<file path="src/rtl/ysyx_24100012_lsu.sv">
// Load/store unit: one aligned 32-bit bus access per request, with sign/zero-extended load return.
// Latency: 3 cycles from input handshake to wb_valid on a zero-wait bus; 1 cycle for a rejected misaligned access.
// Backpressure: in_ready only in IDLE; REQ holds while mem_req_ready is low, RESP holds while wb_ready is low.
// Optional feature: define YSYX_24100012_LSU_MISALIGN_EN to reject misaligned H/W accesses with wb_err.
module ysyx_24100012_lsu #(
    parameter int DATA_WIDTH = 32
) (
    input  logic                      clk,
    input  logic                      rst,
    input  logic                      in_valid,
    output logic                      in_ready,
    input  logic                      in_we,
    input  logic [2:0]                in_funct3,
    input  logic [DATA_WIDTH-1:0]     in_addr,
    input  logic [DATA_WIDTH-1:0]     in_wdata,
    output logic                      mem_req_valid,
    input  logic                      mem_req_ready,
    output logic                      mem_we,
    output logic [DATA_WIDTH-1:0]     mem_addr,
    output logic [DATA_WIDTH-1:0]     mem_wdata,
    output logic [DATA_WIDTH/8-1:0]   mem_wstrb,
    input  logic                      mem_rvalid,
    input  logic [DATA_WIDTH-1:0]     mem_rdata,
    output logic                      wb_valid,
    input  logic                      wb_ready,
    output logic [DATA_WIDTH-1:0]     wb_data,
    output logic                      wb_err
);

    typedef enum logic [1:0] {
        IDLE = 2'd0,
        REQ  = 2'd1,
        WAIT = 2'd2,
        RESP = 2'd3
    } state_t;

    state_t                  state_q, state_d;
    logic                    we_q, we_d;
    logic [2:0]              funct3_q, funct3_d;
    logic [DATA_WIDTH-1:0]   addr_q, addr_d;
    logic [DATA_WIDTH-1:0]   wdata_q, wdata_d;
    logic [DATA_WIDTH-1:0]   wb_data_q, wb_data_d;
    logic                    wb_err_q, wb_err_d;

    logic                    misalign;
    logic [DATA_WIDTH-1:0]   load_ext;
    logic [DATA_WIDTH-1:0]   store_wdata;
    logic [3:0]              store_wstrb;
    logic [7:0]              ld_byte;
    logic [15:0]             ld_half;

    // Alignment check on the incoming request; funct3[1:0]==01 is a halfword, funct3[1]==1 is word width
`ifdef YSYX_24100012_LSU_MISALIGN_EN
    always_comb begin
        misalign = ((in_funct3[1:0] == 2'b01) && in_addr[0])
                || (in_funct3[1] && (in_addr[1:0] != 2'b00));
    end
`else
    always_comb begin
        misalign = 1'b0;
    end
`endif

    // State and captured-request registers; reset drops any in-flight access
    always_ff @(posedge clk or negedge rst) begin
        if (!rst) begin
            state_q   <= IDLE;
            we_q      <= 1'b0;
            funct3_q  <= 3'b000;
            addr_q    <= '0;
            wdata_q   <= '0;
            wb_data_q <= '0;
            wb_err_q  <= 1'b0;
        end else begin
            state_q   <= state_d;
            we_q      <= we_d;
            funct3_q  <= funct3_d;
            addr_q    <= addr_d;
            wdata_q   <= wdata_d;
            wb_data_q <= wb_data_d;
            wb_err_q  <= wb_err_d;
        end
    end

    // Next-state logic; mem_rvalid only matters in WAIT, so a response in any other state is dropped
    always_comb begin
        state_d = state_q;
        case (state_q)
            IDLE: if (in_valid)      state_d = misalign ? RESP : REQ;
            REQ:  if (mem_req_ready) state_d = WAIT;
            WAIT: if (mem_rvalid)    state_d = RESP;
            RESP: if (wb_ready)      state_d = IDLE;
            default:                 state_d = IDLE;
        endcase
    end

    // Load extraction: byte lane by addr[1:0], halfword by addr[1]; funct3[2] selects zero-extension
    always_comb begin
        ld_byte  = 8'h00;
        ld_half  = 16'h0000;
        load_ext = '0;
        case (addr_q[1:0])
            2'b00:   ld_byte = mem_rdata[7:0];
            2'b01:   ld_byte = mem_rdata[15:8];
            2'b10:   ld_byte = mem_rdata[23:16];
            default: ld_byte = mem_rdata[31:24];
        endcase
        ld_half = addr_q[1] ? mem_rdata[31:16] : mem_rdata[15:0];
        case (funct3_q[1:0])
            2'b00:   load_ext = {{24{ld_byte[7] & ~funct3_q[2]}}, ld_byte};
            2'b01:   load_ext = {{16{ld_half[15] & ~funct3_q[2]}}, ld_half};
            default: load_ext = mem_rdata;
        endcase
    end

    // Captured-request and writeback data updates
    always_comb begin
        we_d      = we_q;
        funct3_d  = funct3_q;
        addr_d    = addr_q;
        wdata_d   = wdata_q;
        wb_data_d = wb_data_q;
        wb_err_d  = wb_err_q;
        if ((state_q == IDLE) && in_valid) begin
            we_d      = in_we;
            funct3_d  = in_funct3;
            addr_d    = in_addr;
            wdata_d   = in_wdata;
            wb_data_d = '0;
            wb_err_d  = misalign;
        end else if ((state_q == WAIT) && mem_rvalid) begin
            wb_data_d = we_q ? '0 : load_ext;
        end
    end

    // Store lane replication and byte strobes; loads never assert strobes
    always_comb begin
        store_wdata = wdata_q;
        store_wstrb = 4'b0000;
        case (funct3_q[1:0])
            2'b00: begin
                store_wdata = {4{wdata_q[7:0]}};
                store_wstrb = 4'b0001 << addr_q[1:0];
            end
            2'b01: begin
                store_wdata = {2{wdata_q[15:0]}};
                store_wstrb = 4'b0011 << {addr_q[1], 1'b0};
            end
            default: begin
                store_wdata = wdata_q;
                store_wstrb = 4'b1111;
            end
        endcase
        if (!we_q) begin
            store_wstrb = 4'b0000;
        end
    end

    // Outputs: bus fields are only driven in REQ so they read zero while idle or waiting
    always_comb begin
        in_ready      = (state_q == IDLE);
        mem_req_valid = (state_q == REQ);
        mem_we        = 1'b0;
        mem_addr      = '0;
        mem_wdata     = '0;
        mem_wstrb     = '0;
        if (state_q == REQ) begin
            mem_we    = we_q;
            mem_addr  = {addr_q[DATA_WIDTH-1:2], 2'b00};
            mem_wdata = store_wdata;
            mem_wstrb = store_wstrb;
        end
        wb_valid = (state_q == RESP);
        wb_data  = wb_data_q;
        wb_err   = wb_err_q;
    end

endmodule

</file>
<file path="config.mk">
export PLATFORM = sky130hd
export DESIGN_NAME = ysyx_24100012_lsu
export DESIGN_NICKNAME = d
export VERILOG_FILES = /design/src/rtl/ysyx_24100012_lsu.sv
export SDC_FILE = /design/constraint.sdc
export NUM_CORES = 1
export LEC_CHECK = 0
export BUFFER_PORTS_ARGS = -buffer_cell sky130_fd_sc_hd__buf_2
export CAP_MARGIN = 20
export CORE_ASPECT_RATIO = 1.5
export CORE_MARGIN = 2
export CORE_UTILIZATION = 49
export CTS_CLUSTER_SIZE = 24
export DETAILED_ROUTE_END_ITERATION = 8
export GPL_ROUTABILITY_DRIVEN = 0
export HOLD_SLACK_MARGIN = 0.05
export PLACE_DENSITY_LB_ADDON = 0.12
export SLEW_MARGIN = 40
export SYNTH_ARGS = -nofsm -noshare
export SYNTH_HDL_FRONTEND = slang
export SYNTH_SLANG_ARGS = --single-unit
</file>
<file path="constraint.sdc">
create_clock -name clk -period 2.3 [get_ports clk]
set_input_delay 0.115 -clock clk [delete_from_list [all_inputs] [get_ports clk]]
set_output_delay 0.115 -clock clk [all_outputs]
set_load 0.01 [all_outputs]
</file>
# ---- After elaboration in Yosys (flattened, before gate mapping)
# Cells that the tools add are included.
dict set report word_totals {
  out_inout_bits 105
  regBits 102
  elab_cells 46
  input_bits 106
}
dict set report classes {
  reduce_logical 7
  n_mux 18
  n_bitwise 3
  n_shift 2
  n_eq_ne 10
}
# operator n
set op_table {}
lappend op_table {{$mux W32} 5}
lappend op_table {{$pmux W32 S2} 2}
lappend op_table {{$pmux W8 S3} 1}
lappend op_table {{$mux W16} 1}
lappend op_table {{$mux W2} 4}
lappend op_table {{$mux W4} 2}
lappend op_table {{$pmux W2 S4} 1}
lappend op_table {{$pmux W4 S2} 1}
lappend op_table {{$eq A2 B1 Y1 const B} 3}
lappend op_table {{$eq A2 B2 Y1 const B} 3}
lappend op_table {{$logic_not A2 Y1} 3}
lappend op_table {{$ne A2 B1 Y1 const B} 2}
lappend op_table {{$ne A2 B2 Y1 const B} 2}
lappend op_table {{$reduce_and A4 Y1} 1}
lappend op_table {{$shl A1 B2 Y4 const A} 1}
lappend op_table {{$shl A2 B2 Y4 const A} 1}
lappend op_table {{$and A1 B1 Y1} 2}
lappend op_table {{$logic_and A1 B1 Y1} 2}
lappend op_table {{$reduce_bool A2 Y1} 1}
lappend op_table {{$mux W1} 1}
lappend op_table {{$not A1 Y1} 1}

# ---- Logic depth before layout (Yosys ltp)
# Gate-level depths: netlist of run 1.
dict set report logic_depth {
  ltp_word 7
  depth_mapped 8
  mapped_depth_nobuf 6
}

# ---- Least setup slack after synthesis of run 1
# OpenSTA, ideal clock, no wires.
dict set report synth_timing {
  path_type {flip-flop to flip-flop}
  startpoint {register state_q[0]}
  endpoint {register wb_data_q[21] (netlist: wb_data[21])}
  arrival_ns 1.984
  setup_slack_ns 0.251
  path_stages_with_launch 9
  n_path_buf 2
  required_ns 2.236
  setup_ns 0.064
  synth_period_minus_slack_ns 2.049
  path_cell_list {dfrtp_1 inv_1 ha_1 and2_4 buf_6 or3_4 a2111oi_4 buf_6 a221o_2}
}
dict set report synth_between {
  elab_chain_cells 3
  elab_cells_between_ends 6
  cone_classes {1 x eq/ne; 1 x mux; 4 x reduce/logical}
}
# item line
set synth_lines {}
lappend synth_lines {{start, declared} 37} ;# state_t state_q, state_d;
lappend synth_lines {{start signal, assigned} 75} ;# state_q <= state_d;
lappend synth_lines {{$logic_not A2 Y1 *} n/a}
lappend synth_lines {{via in_ready} 11} ;# output logic in_ready,
lappend synth_lines {{$logic_and A1 B1 Y1 *} 124} ;# if ((state_q == IDLE) && in_valid) begin
lappend synth_lines {{$mux W32 / $reduce_bool A2 Y1 (equally long branches)} n/a}
lappend synth_lines {{end signal, assigned} 80} ;# wb_data_q <= wb_data_d;
lappend synth_lines {{end, declared} 42} ;# logic [DATA_WIDTH-1:0] wb_data_q, wb_data_d;
# The timed path passes the listed nets; every way through them passes the cells marked *.
# A chain may end at the register's enable or synchronous reset.

# ---- Worst setup path after layout of run 1
dict set report layout_timing {
  startpoint {register state_q[1]}
  endpoint {output mem_wstrb[3]}
}
dict set report layout_between {
  elab_chain_cells 2
}
# item line
set layout_lines {}
lappend layout_lines {{$eq A2 B1 Y1} 167} ;# if (state_q == REQ) begin
lappend layout_lines {{$mux W4} 167}
lappend layout_lines {{end, declared} 21} ;# output logic [DATA_WIDTH/8-1:0] mem_wstrb,
# Every way passes these cells.

==> results of run 1 <==
-- cells in the mapped netlist, drive strengths merged, types with 3 or more instances --
cell type | instances | share of area
a21boi | 15 | 0.022
a21oi | 6 | 0.0059
a221o | 23 | 0.047
a22o | 7 | 0.012
and2 | 41 | 0.051
and3 | 8 | 0.0098
buf | 11 | 0.016
clkbuf | 25 | 0.018
dfrtp | 102 | 0.50
ha | 4 | 0.0098
inv | 9 | 0.0066
mux2 | 75 | 0.16
mux2i | 17 | 0.033
nand2 | 39 | 0.029
nand2b | 3 | 0.0037
nor2 | 8 | 0.0059
nor2b | 8 | 0.0098
o211a | 8 | 0.016
o21ai | 21 | 0.021
-- worst paths after layout --
| kind | start | to | slack (ns) | cells after the start |
|---|---|---|---|---|
| max in group asynchronous | rst | wb_data[1] | 1.21 | 3 |
| worst max register to register | state_q[0] | wb_data[3] | 0.30 | 6 |
| min in group asynchronous | rst | wdata_q[28] | 0.36 | 2 |
| worst min-delay path | mem_rdata[7] | wb_data[7] | 0.09 | 3 |
| worst max-delay path | state_q[1] | mem_wstrb[3] | 0.14 | 6 |
| worst min register to register | wb_data[14] | wb_data[14] | 0.48 | 2 |
-- routing by layer --
metal / GRT usage / wire length (um) / part of all wire
met2: 0.4799 / 7931 / 0.52
met1: 0.3002 / 5629 / 0.37
met5: 0 / 0 / 0
met4: 0.1321 / 641 / 0.042
met3: 0.05860 / 905 / 0.060
-- power by group through the flow --
stage | Sequential (uW) | Combinational [uW] | Clock (uW)
after global routing | 3340 | 4910 | 1780
after floorplan | 3170 | 2860 | 0
after global placement | 3190 | 4260 | 0
after detailed placement | 3240 | 4340 | 0
after CTS | 3210 | 4490 | 1700
final | 3220 | 4500 | 1670
-- state kept, by name, summed over array words and instances (netlist names) --
signal	count
addr_q	32
wdata_q	32
state_q	2
wb_data	32
we_q	1
funct3_q	3
-- cell families (layout without fill, tap and decap cells) --
family,after synthesis,count (layout),synth area share
muxes,93,93,0.2023
DFF,102,102,0.4979
adders and majority gates,4,4,0.009764
AOI/OAI and AO/OA,84,84,0.1333
and+or+nand+nor,112,112,0.1150
other,1,3,0.0007315
buffers and inverters,45,339,0.04100
-- area by class of cell --
class                           instances  share of cell area
Sequential cell                       102              0.3386
Multi-Input combinational cell        296              0.3154
Timing Repair Buffer                  314              0.2782
Clock buffer                            9             0.02988
Tap cell                              117             0.01942
Clock inverter                          7             0.01394
Inverter                                9            0.004482
-- worst reg2reg max path, cell delays in order, from the launching register on --
cell and delay [ns]:
sky130_fd_sc_hd__dfrtp_1 0.38, sky130_fd_sc_hd__inv_1 0.09, sky130_fd_sc_hd__ha_1 0.25, sky130_fd_sc_hd__and2_4 0.20, sky130_fd_sc_hd__or3_4 0.40, sky130_fd_sc_hd__nor2_1 0.39, sky130_fd_sc_hd__a221o_1 0.23
-- through the flow --
stage,setup WS (ns),power [uW],std cells,hold WS [ns],util
finish,0.1420,9392,854,0.09174,0.7437
global route,0.05272,10020,854,0.09899,0.7437
CTS,0.1498,9406,854,0.08042,0.7437
detailed placement,0.3153,7586,746,0.1814,0.6202
global placement,0.4042,7442,746,0.1783,0.6202
floorplan,0.2513,6028,443,-0.1806,-
==> qor.yml, run 1 <==
synth_cell_type_count: 36
antenna-diode-count: 0
path_cells: "inv_1, ha_2, buf_12, nand2_1, a21oi_1, buf_2"
number_of_placed_i_o_pins: 211
leakage_uw: 0.003856
timing.critical_path.required_ns: 2.18
clk-insertion-delay-late_ns: 0.33
cts-hold-fix-buffers: 92
layout.nets: 842
skew_ns: 0.004063
syn-cell-area_um2: 5126
actual_transition_at_the_worst_max_transition_pin_ns: 0.6371
cell_int_power_uw: 5863
multiInputGateArea_um2: 2377
globalRouteOverflowTotal: 0
cts_setup_buffers: 0
layout_min_cycle_time_ns: 2.158
layout.cells.most_common: "sky130_fd_sc_hd__buf_2"
critPathMaxFanout: 49
antenna_violating_nets_post_route: 0
power-per-cell-area_nw_per_um2: 1246
die_y_um: 129.3
ctsHtreeMaxLevel: 3
cts_inserted_buffers: 9
power_switching_share: 0.3758
flops_latches_synth: 102
rsz_0062_raised_after_global_routing: "no"
combinationalPowerShare: 0.480
viasPerCell: 5.402
synth-warning-count: 0
cts_tree: "done"
core_region_area_um2: 10130
max_slew_margin: 0.5753
drc: 0
number_of_standard_cell_rows_in_the_floorplan: 45
cp_data_arrival_time_ns: 2.04
die_area_um2: 11310
ir_worst_vdd_mv: 0.7540
synthCells: 441
report.final.setup_viol: 0
drtPass1Iterations: 4
numClockSinks: 102
crit_path_class: "reg -> out"
flow.area_growth_from_synthesis_pct: 47.03
totalNegativeSetupSlack_ns: 0
clkTransAtPathRegs_ns: 0.07
critPathBufInv: 3
mostFrequentLayoutCells: "206 x sky130_fd_sc_hd__buf_2, 102 x sky130_fd_sc_hd__dfrtp_1, 92 x sky130_fd_sc_hd__dlygate4sd3_1"
avgSynthCellArea_um2: 11.62
crit_path_start_kind: "register"
synth-seq-area-share: 0.4979
timing.critical_path.max_delay_family: "buffers and inverters"
synth_enable_flop_cells: 0
crit_path_top_delay_cell: "sky130_fd_sc_hd__dfrtp_1"
gr-usage-all-layers: 0.2700
p_switching_uw: 3529
cts.repair.resized: 0
max_freq_mhz: 463.4
initial_core_util: 0.5058
cp-end-kind: "primary output"
port-buffer-count: 207
cts.root.buffer_cell: "sky130_fd_sc_hd__clkbuf_16"
grt_first_pass_wirelength_um: 23690
number_of_global_route_vias_before_repair: 4847
ys_dominant_reg_cell: "sky130_fd_sc_hd__dfrtp_1"
detailed_place.area_um2: 6286
timing_max_transition_violations_final: 0
period_share: 0.9383
grt_start_max_net_pins: 56
final-hold-violation-count: 0
ys_async_sr_fraction: 1.000
seqPwrFrac: 0.343
holdCritPathClass: "in -> reg"
drt-initial-drc-count: 159
drive_above_1_share: 0.4478
dpl.hpwl_um: 10260
cp_slowest_stage_delay_ns: 0.41
via_count: 4613
area.sequential_um2: 2552
die_x_um: 87.51
avgRoutedWirePerCell_um: 17.69
fillerInstances: 695
max_cap_viol_count: 0
antenna_violations_before_repair: 0
clk_path_buf_depth: 2
fraction_of_power_consumed_by_the_clock_network: 0.178
wirelength_routed_um: 15110
finish.instance_area_um2: 7537
status: "finished clean"
(Power assumes the default switching activity.)
==> run 2, diff against run 1 <==
==> constraint.sdc (replaced) <==
create_clock -name clk -period 2.3 [get_ports clk]
set_input_delay 0.115 -clock clk [delete_from_list [all_inputs] [get_ports clk]]
set_output_delay 0.115 -clock clk [all_outputs]
set_load 0.1 [all_outputs]
==> qor.yml, run 2 (synthesis results as in run 1) <==
clk_path_buf_depth: 2  # unchanged
period_share: 0.9366  # was 0.9383
critPathBufInv: 3  # unchanged
viasPerCell: 5.479  # was 5.402
crit_path_class: "reg -> out"  # unchanged
critPathLaunch: "state_q[1]"  # unchanged
core_region_area_um2: 10130  # unchanged
detailed_place.area_um2: 6799  # was 6286 um2
initial_core_util: 0.5058  # unchanged
path_cells: "inv_1, ha_4, buf_12, and2_1, clkbuf_4"  # was inv_1, ha_2, buf_12, nand2_1, a21oi_1, buf_2
actual_transition_at_the_worst_max_transition_pin_ns: 0.6945  # was 0.6371 ns
globalRouteOverflowTotal: 0  # unchanged
report.final.setup_viol: 0  # unchanged
timing_max_transition_violations_final: 0  # unchanged
skew_ns: 0.005840  # was 0.004063 ns
drive_above_1_share: 0.4885  # was 0.4478
avgRoutedWirePerCell_um: 19.25  # was 17.69 um
port-buffer-count: 207  # unchanged
die_area_um2: 11310  # unchanged
number_of_global_route_vias_before_repair: 5061  # was 4847
cp_data_arrival_time_ns: 2.04  # about the same
flow.area_growth_from_synthesis_pct: 56.85  # was 47.03%
gr-usage-all-layers: 0.2823  # was 0.2700
multiInputGateArea_um2: 2572  # was 2377 um2
ctsHtreeMaxLevel: 3  # unchanged
mostFrequentLayoutCells: "171 x sky130_fd_sc_hd__buf_2, 102 x sky130_fd_sc_hd__dfrtp_1, 91 x sky130_fd_sc_hd__dlygate4sd3_1"  # was 206 x sky130_fd_sc_hd__buf_2, 102 x sky130_fd_sc_hd__dfrtp_1, 92 x sky130_fd_sc_hd__dlygate4sd3_1
antenna_violating_nets_post_route: 0  # unchanged
number_of_standard_cell_rows_in_the_floorplan: 45  # unchanged
timing.critical_path.max_delay_family: "buffers and inverters"  # unchanged
totalNegativeSetupSlack_ns: 0  # unchanged
layout_min_cycle_time_ns: 2.154  # was 2.158 ns
dpl.hpwl_um: 10490  # was 10260 um
max_slew_margin: 0.5370  # was 0.5753
timing.critical_path.required_ns: 2.18  # about the same
number_of_placed_i_o_pins: 211  # unchanged
holdCritPathClass: "in -> reg"  # unchanged
numClockSinks: 102  # unchanged
crit_end: "mem_wdata[4]"  # was mem_wstrb[3]
grt_start_max_net_pins: 66  # was 56
cts_inserted_buffers: 9  # unchanged
critical_path.reg2reg.startpoint: "state_q[0]"  # unchanged
critPathMaxFanout: 34  # was 49
cp_slowest_stage_delay_ns: 0.42  # was 0.41 ns
cts.root.buffer_cell: "sky130_fd_sc_hd__clkbuf_16"  # unchanged
layout.cells.most_common: "sky130_fd_sc_hd__buf_2"  # unchanged
layout.nets: 844  # was 842
drt-initial-drc-count: 126  # was 159
worstRegToRegCells: 6  # unchanged
max_freq_mhz: 464.2  # was 463.4 MHz
clk-insertion-delay-late_ns: 0.35  # was 0.33 ns
via_count: 4690  # was 4613
setup.reg_to_reg.worst_slack_ns: 0.20  # was 0.30 ns
timing.critical_path.depth: 5  # was 6
rsz_0062_raised_after_global_routing: "no"  # unchanged
crit_path_start_kind: "register"  # unchanged
cp-end-kind: "primary output"  # unchanged
crit-reg2reg-capture: "wb_data[2]"  # was wb_data[3]
die_x_um: 87.51  # unchanged
antenna-diode-count: 0  # unchanged
drc: 0  # unchanged
fillerInstances: 638  # was 695
drtPass1Iterations: 4  # unchanged
final-hold-violation-count: 0  # unchanged
finish.instance_area_um2: 8040  # was 7537 um2
wirelength_routed_um: 16480  # was 15110 um
area.sequential_um2: 2552  # unchanged
max_cap_viol_count: 0  # unchanged
antenna_violations_before_repair: 0  # unchanged
grt_first_pass_wirelength_um: 24650  # was 23690 um
status: "finished clean"  # unchanged
crit_path_top_delay_cell: "sky130_fd_sc_hd__dfrtp_1"  # unchanged
die_y_um: 129.3  # unchanged
cts_tree: "done"  # unchanged
clkTransAtPathRegs_ns: 0.07  # about the same
## run 2: cell types whose count changed in the layout (fill, tap and decap cells not counted), moves of 6 or more
| cell | previous run | this run |
|---|---|---|
| sky130_fd_sc_hd__a21boi_0 | 15 | 7 |
| sky130_fd_sc_hd__a21boi_4 | 0 | 6 |
| sky130_fd_sc_hd__and2_1 | 40 | 32 |
| sky130_fd_sc_hd__and2_2 | 0 | 8 |
| sky130_fd_sc_hd__buf_12 | 2 | 23 |
| sky130_fd_sc_hd__buf_2 | 206 | 171 |
| sky130_fd_sc_hd__clkbuf_4 | 0 | 14 |
| sky130_fd_sc_hd__nor2b_1 | 8 | 0 |
| sky130_fd_sc_hd__nor2b_4 | 0 | 8 |
## run 2: worst min-delay path by stage
stage	start	end	slack, ns	depth (start not counted)
after detailed placement	rst	wb_data[30]	0.20	1
after CTS	mem_rdata[23]	wb_data[23]	0.05	2
after global placement	rst	wb_data[30]	0.19	1
after global routing	mem_rdata[23]	wb_data[23]	0.07	2
after floorplan	rst	addr_q[0]	-0.18	0
final	mem_rdata[23]	wb_data[23]	0.07	2
## run 2: worst reg2reg max path, cell delays in order, from the launching register on
cell and delay [ns]:
sky130_fd_sc_hd__dfrtp_1 0.42, sky130_fd_sc_hd__inv_1 0.12, sky130_fd_sc_hd__ha_1 0.25, sky130_fd_sc_hd__nand2_1 0.19, sky130_fd_sc_hd__or3_4 0.40, sky130_fd_sc_hd__nor2_1 0.41
sky130_fd_sc_hd__a221o_1 0.25
## run 2: area by class of cell
cell class	instances	area share
flip-flops and latches	102	0.3175
repair buffers	316	0.3059
clock inverters	6	0.005758
well taps	117	0.01821
inverters	9	0.004202
clock buffers	10	0.02848
multi-input cells	296	0.3200
## run 2: per-stage QoR
| stage | instances | utilization | hold slack (ns) | setup WS, ns |
|---|---|---|---|---|
| final | 856 | 0.7933 | 0.06673 | 0.1459 |
| after global routing | 856 | 0.7933 | 0.06597 | 0.06409 |
| after CTS | 855 | 0.7879 | 0.05196 | 0.04507 |
| after detailed placement | 748 | 0.6709 | 0.1996 | 0.2862 |
| after global placement | 748 | 0.6709 | 0.1906 | 0.3789 |
| after floorplan | 443 | - | -0.1806 | 0.003316 |
## run 2: timing repair
| action | 4_1_cts | 5_1_grt |
|---|---|---|
| endpoints found under the setup margin | 0 | 51 |
| gates resized for setup | 0 | 14 |
| buffers inserted | 0 | 1 |
| endpoints found under the hold margin | 140 | 0 |
| hold buffers | 91 | 0 |
## run 2: metal layers
layer  vias up  global-route usage  part of all wire
li1       2145                   -                 -
met1      2320              0.2958              0.35
met2       193              0.5227              0.56
met3        32             0.06433             0.061
met4         0              0.1303             0.033
met5         -                   0                 0
Power of run 2 is not shown: default switching activity piles up to over one toggle a cycle in this logic, so the estimate is an artifact.
